File: src/rtl/musb_timer_slave.sv
// rtl/musb_timer_slave.sv - timer/compare responder on the core data-port bus
// Single-word bus slave with wait states, prescaled counter, compare match and level irq.
module musb_timer_slave #(
   parameter logic [31:0] BASE_ADDR   = 32'h1000_0000,
   parameter int          WAIT_CYCLES = 0,
   parameter int          PRESCALE    = 1
) (
   input  logic        clk,
   input  logic        rst,
   input  logic [31:0] address,
   input  logic [31:0] data_i,
   output logic [31:0] data_o,
   input  logic        enable,
   input  logic [3:0]  wr,
   output logic        ready,
   output logic        error,
   output logic        irq
);
   localparam int            PW        = (PRESCALE > 1) ? $clog2(PRESCALE) : 1;
   localparam logic [PW-1:0] PSC_LAST  = PW'(PRESCALE - 1);
   localparam logic [3:0]    WAIT_LOAD = 4'(WAIT_CYCLES - 1);

   typedef enum logic [1:0] {S_IDLE, S_WAIT, S_RESP} state_t;

   state_t        state_q, state_d;
   logic [3:0]    wait_q, wait_d;
   logic [29:0]   addr_q, addr_d;
   logic [3:0]    wr_q, wr_d;
   logic [31:0]   wdata_q, wdata_d;
   logic [2:0]    ctrl_q, ctrl_d;
   logic [31:0]   count_q, count_d;
   logic [31:0]   compare_q, compare_d;
   logic          match_q, match_d;
   logic          irq_q, irq_d;
   logic          ready_q, ready_d;
   logic          error_q, error_d;
   logic [31:0]   data_q, data_d;
   logic [PW-1:0] psc_q, psc_d;

   logic [29:0]   req_addr;
   logic [3:0]    req_wr;
   logic [31:0]   req_data;
   logic          commit, hit, run, tick, match_set, count_wr, w1c;
   logic [31:0]   rd_val;
   logic          unused_addr;

   assign unused_addr = ^address[1:0];

   function automatic logic [31:0] merge(input logic [31:0] old_v, input logic [31:0] new_v,
                                         input logic [3:0] be);
      logic [31:0] r;
      r = old_v;
      for (int b = 0; b < 4; b++) begin
         if (be[b]) r[8*b +: 8] = new_v[8*b +: 8];
      end
      return r;
   endfunction

   // commit marks the edge entering RESP; with no wait states the request is still on the bus
   always_comb begin
      state_d = state_q;
      wait_d  = wait_q;
      addr_d  = addr_q;
      wr_d    = wr_q;
      wdata_d = wdata_q;
      commit  = 1'b0;
      case (state_q)
         S_IDLE: begin
            if (enable) begin
               addr_d  = address[31:2];
               wr_d    = wr;
               wdata_d = data_i;
               if (WAIT_CYCLES > 0) begin
                  state_d = S_WAIT;
                  wait_d  = WAIT_LOAD;
               end else begin
                  state_d = S_RESP;
                  commit  = 1'b1;
               end
            end
         end
         S_WAIT: begin
            if (wait_q == 4'd0) begin
               state_d = S_RESP;
               commit  = 1'b1;
            end else begin
               wait_d = wait_q - 4'd1;
            end
         end
         S_RESP:  state_d = S_IDLE;
         default: state_d = S_IDLE;
      endcase
   end

   always_comb begin
      req_addr = (state_q == S_IDLE) ? address[31:2] : addr_q;
      req_wr   = (state_q == S_IDLE) ? wr : wr_q;
      req_data = (state_q == S_IDLE) ? data_i : wdata_q;
      hit      = (req_addr[29:2] == BASE_ADDR[31:4]);
      case (req_addr[1:0])
         2'd0:    rd_val = {29'd0, ctrl_q};
         2'd1:    rd_val = count_q;
         2'd2:    rd_val = compare_q;
         default: rd_val = {31'd0, match_q};
      endcase
   end

   always_comb begin
      ctrl_d    = ctrl_q;
      compare_d = compare_q;
      count_wr  = 1'b0;
      w1c       = 1'b0;
      if (commit && hit) begin
         case (req_addr[1:0])
            2'd0: if (req_wr[0]) ctrl_d = req_data[2:0];
            2'd1: count_wr = |req_wr;
            2'd2: compare_d = merge(compare_q, req_data, req_wr);
            default: w1c = req_wr[0] & req_data[0];
         endcase
      end

      // clearing EN on this edge suppresses the tick immediately
      run       = ctrl_q[0] & ctrl_d[0];
      tick      = run && (psc_q == PSC_LAST);
      psc_d     = (!run || tick) ? '0 : psc_q + 1'b1;
      match_set = tick && (count_q == compare_q);

      if (count_wr)  count_d = merge(count_q, req_data, req_wr);
      else if (tick) count_d = (match_set && ctrl_q[2]) ? 32'd0 : count_q + 32'd1;
      else           count_d = count_q;

      match_d = match_set | (match_q & ~w1c);
      irq_d   = match_q & ctrl_q[1];
      ready_d = commit & hit;
      error_d = commit & ~hit;
      data_d  = (commit && hit && req_wr == 4'd0) ? rd_val : 32'd0;
   end

   always_ff @(posedge clk) begin
      if (rst) begin
         state_q   <= S_IDLE;
         wait_q    <= 4'd0;
         addr_q    <= 30'd0;
         wr_q      <= 4'd0;
         wdata_q   <= 32'd0;
         ctrl_q    <= 3'd0;
         count_q   <= 32'd0;
         compare_q <= 32'hFFFF_FFFF;
         match_q   <= 1'b0;
         irq_q     <= 1'b0;
         ready_q   <= 1'b0;
         error_q   <= 1'b0;
         data_q    <= 32'd0;
         psc_q     <= '0;
      end else begin
         state_q   <= state_d;
         wait_q    <= wait_d;
         addr_q    <= addr_d;
         wr_q      <= wr_d;
         wdata_q   <= wdata_d;
         ctrl_q    <= ctrl_d;
         count_q   <= count_d;
         compare_q <= compare_d;
         match_q   <= match_d;
         irq_q     <= irq_d;
         ready_q   <= ready_d;
         error_q   <= error_d;
         data_q    <= data_d;
         psc_q     <= psc_d;
      end
   end

   assign data_o = data_q;
   assign ready  = ready_q;
   assign error  = error_q;
   assign irq    = irq_q;
endmodule
File: config.mk
export PLATFORM = sky130hd
export DESIGN_NAME = musb_timer_slave
export DESIGN_NICKNAME = d
export VERILOG_FILES = /design/src/rtl/musb_timer_slave.sv
export SDC_FILE = /design/constraint.sdc
export NUM_CORES = 1
export LEC_CHECK = 0
export ABC_AREA = 0
export CORE_MARGIN = 2
export CORE_UTILIZATION = 59
export CTS_CLUSTER_SIZE = 20
export DETAILED_ROUTE_END_ITERATION = 6
export PLACE_DENSITY_LB_ADDON = 0.3
export RECOVER_POWER = 50
export SETUP_SLACK_MARGIN = 0.02
export SYNTH_ARGS = -nofsm -noshare
export SYNTH_HDL_FRONTEND = slang
export SYNTH_SLANG_ARGS = --single-unit
File: constraint.sdc
create_clock -name clk -period 4.4 [get_ports clk]
set_input_delay 0.66 -clock clk [delete_from_list [all_inputs] [get_ports clk]]
set_output_delay 0.66 -clock clk [all_outputs]
set_load 0.02 [all_outputs]
==> impl_metrics.tcl <==
set metrics [dict create \
    status "finished with violations" \
    violations "capacitance limit, slew limit" \
    layout.cells.non_filler 1170 \
    crit_path_end_kind "flop" \
    max_freq_mhz 310.2 \
    clock_latency_ns 0.43 \
    p_leak_nw 3.232 \
    area_delta_synth_final_pct 21.68 \
    die-area_um2 13680 \
    max_slew_margin_pct -47.77 \
    stdcell_area_um2 9164 \
    io_buffers 103 \
    grt_pass1_wl_um 32450 \
    die_h_um 117.0 \
    initial_core_util_pct 60.17 \
    powerDensity_nw_per_um2 342.6 \
    num_rows 41 \
    rr_startpoint "state_q[1]" \
    worstHoldEndpoint "wdata_q[22]" \
    cts-root-buf "clkbuf_16" \
    worstPathRequired_ns 4.61 \
    cts.reportedPaths.clkPinSlew_ns 0.06 \
    start_kind "input pin" \
    met2_length_um 9399 \
    synthCells 921 \
    synth_fa_ha_area_share_pct 0.1661 \
    topRoutingLayerUsed "met4" \
    setup_tns_ns 0 \
    hold_viol 0 \
    arrival_ns 3.43 \
    gp_congestion 0.9865 \
    async_flop_share_pct 0 \
    synth_edf_count 0 \
    ir_drop_uv 247.2 \
    cts_buffers 17 \
    synth_compound_area_share_pct 18.46 \
    layout.nets 1057 \
    dp.cells 1138 \
    clockBufferDepth 2 \
    synth-simple-area-share_pct 24.90 \
    min_period_ns 3.224 \
    grt_max_degree 108 \
    synth_mux_area_share_pct 6.147 \
    wl_met1_um 8646 \
    die_x_um 117.0 \
    dr_wl_met3_um 1644 \
    grt_usage_pct 30.56 \
    cts_tree "built" \
    path_max_fanout 19 \
    synth_seq_cells 155 \
    reg2reg_depth 8 \
    grt_pass1_vias 6493 \
    wl_per_cell_um 17.21 \
    cts_sinks 155 \
    io_pins 106 \
    post_dp_cell_area_um2 8593 \
    avgSynthCellArea_um2 8.177 \
    design.core.area_um2 12520 \
    critical_path.startpoint "wr[0]" \
    dpl.hpwl_um 13660 \
    synth_top_area_share_pct 41.20 \
    final_common_cell "dfxtp_1" \
    n_fill_cell 987 \
    routed_wl_um 20140 \
    post-route-period-util_pct 73.27 \
    setup_viol 0 \
    grt-ovfl-total 0 \
    synthXorXnorAreaFrac_pct 4.536 \
    worst_pin_slew_ns 2.216 \
    yosysSeqAreaShare_pct 41.20 \
    min_path_cells 2 \
    synth_ff_type "dfxtp_1" \
    maxSlewViolCount 108 \
    yosysWarningCount 0 \
    cts_resized 0 \
    netlist_top_cells_area "dfxtp_1 41%, nand2_1 6.6%, a21oi_1 5.6%, nor2_1 5.0%, mux2i_1 4.7%" \
    r2r-end "count_q[1]" \
    via_per_inst 6.045 \
    drive_gt1_share_pct 7.916 \
    cts_max_level 4 \
    firstDrtPassIters 5 \
    cap_violations 1 \
    holdCritPathClass "reg2reg" \
    cts_setup_buffers 0 \
    num_vias 7073 \
    worstSetupPathType "in2reg" \
    layout_common_cells "154 x dfxtp_1, 132 x nand2_1, 100 x nor2_1" \
    synth_top_family_by_area "simple AND/OR/NAND/NOR gates" \
    drc 0 \
    finClkSkew_ns 0.006206 \
    synth_fp_nets 993 \
    syn_area_um2 7531 \
    yosysTopAreaCell "dfxtp_1" \
    postRouteAntennaNets 0 \
    synth_cell_types 65 \
    ff2ff_setup_slack_ns 1.22 \
    min_from "wdata_q[22]" \
    grt_setup_unrepaired "false" \
    antenna_found_initial 0 \
    holdBufCountCts 0 \
    diodes 0 \
    drt_iter0_markers 751 \
]
## sequential cells by signal, summed over array words and instances (netlist names), 3 cells and up
| name | cells |
|---|---|
| compare_q | 32 |
| count_q | 32 |
| addr_q | 14 |
| wdata_q | 32 |
| ctrl_q | 3 |
| wr_q | 4 |
| data_o | 32 |
## cell usage after synthesis, types with 4 or more instances
cell	number
a211o_1	29
a211oi_1	4
a21oi_1	85
a22oi_1	33
and2_1	7
and3_1	6
and4_1	7
buf_1	7
buf_2	20
clkbuf_1	43
dfxtp_1	155
mux2_2	8
mux2i_1	35
nand2_1	132
nand2b_1	9
nand3_1	17
nand4_1	14
nor2_1	100
nor2b_1	5
nor3_1	25
nor3b_1	6
nor4_1	23
nor4b_1	8
o2111ai_1	4
o21ai_0	41
o22ai_1	5
or4_1	4
xnor2_1	5
xor2_1	34
## through the flow
step | utilization [%] | hold slack (ns) | setup WS, ns | power, W
6_report | 73.21 | 0.4532 | 1.176 | 0.003139
5_1_grt | 73.21 | 0.4705 | 0.9139 | 0.003229
4_1_cts | 73.26 | 0.4546 | 1.303 | 0.003142
3_5_place_dp | 68.65 | 0.4453 | 0.8797 | 0.001747
3_3_place_gp | 68.65 | 0.4385 | 0.9236 | 0.001741
2_1_floorplan | - | 0.4227 | 1.918 | 0.001628
## final cells by class
| class | instances | area [µm²] | area share [%] |
|---|---|---|---|
| Tap cell | 172 | 215.2 | 2.348 |
| Inverter | 3 | 11.26 | 0.1229 |
| Sequential cell | 155 | 3104 | 33.87 |
| Multi-Input combinational cell | 688 | 4106 | 44.81 |
| Clock buffer | 23 | 488.0 | 5.325 |
| Clock inverter | 9 | 88.84 | 0.9694 |
| Timing Repair Buffer | 120 | 1150 | 12.55 |
## worst max-delay path, cell delays in order
cell             delay (ns)
clkdlybuf4s50_1        0.58
nor4_1                 0.41
o32ai_1                0.22
or3_1                  0.46
a21boi_2               0.29
buf_4                  0.30
nor2_1                 0.18
o21ai_0                0.23
a21oi_1                0.09
## routing by layer
metal	vias to the layer above	track usage, %
met2	303	48.29
met5	-	0
li1	3405	-
met3	40	5.201
met4	0	12.08
met1	3325	41.91
## cell families after synthesis
logic type | after synthesis
DFF | 155
AOI/OAI and AO/OA | 217
other | 1
xor gates and xnor gates | 39
muxes | 44
buffers and inverters | 78
adders and majority gates | 1
and+or+nand+nor | 386
## worst max path at each step
stage	depth (start not counted)	to
after global routing	9	count_q[1]
final	9	count_q[25]
after CTS	8	count_q[1]
after floorplan	9	count_q[23]
after global placement	9	count_q[1]
after detailed placement	9	count_q[29]
## power breakdown
part           internal, W  switching (W)  total (W)
combinational     0.000123       0.000146   0.000269
sequential         0.00143      0.0000216    0.00145
clock             0.000837       0.000580    0.00142
Note: power is estimated with default switching activity, not from simulation.
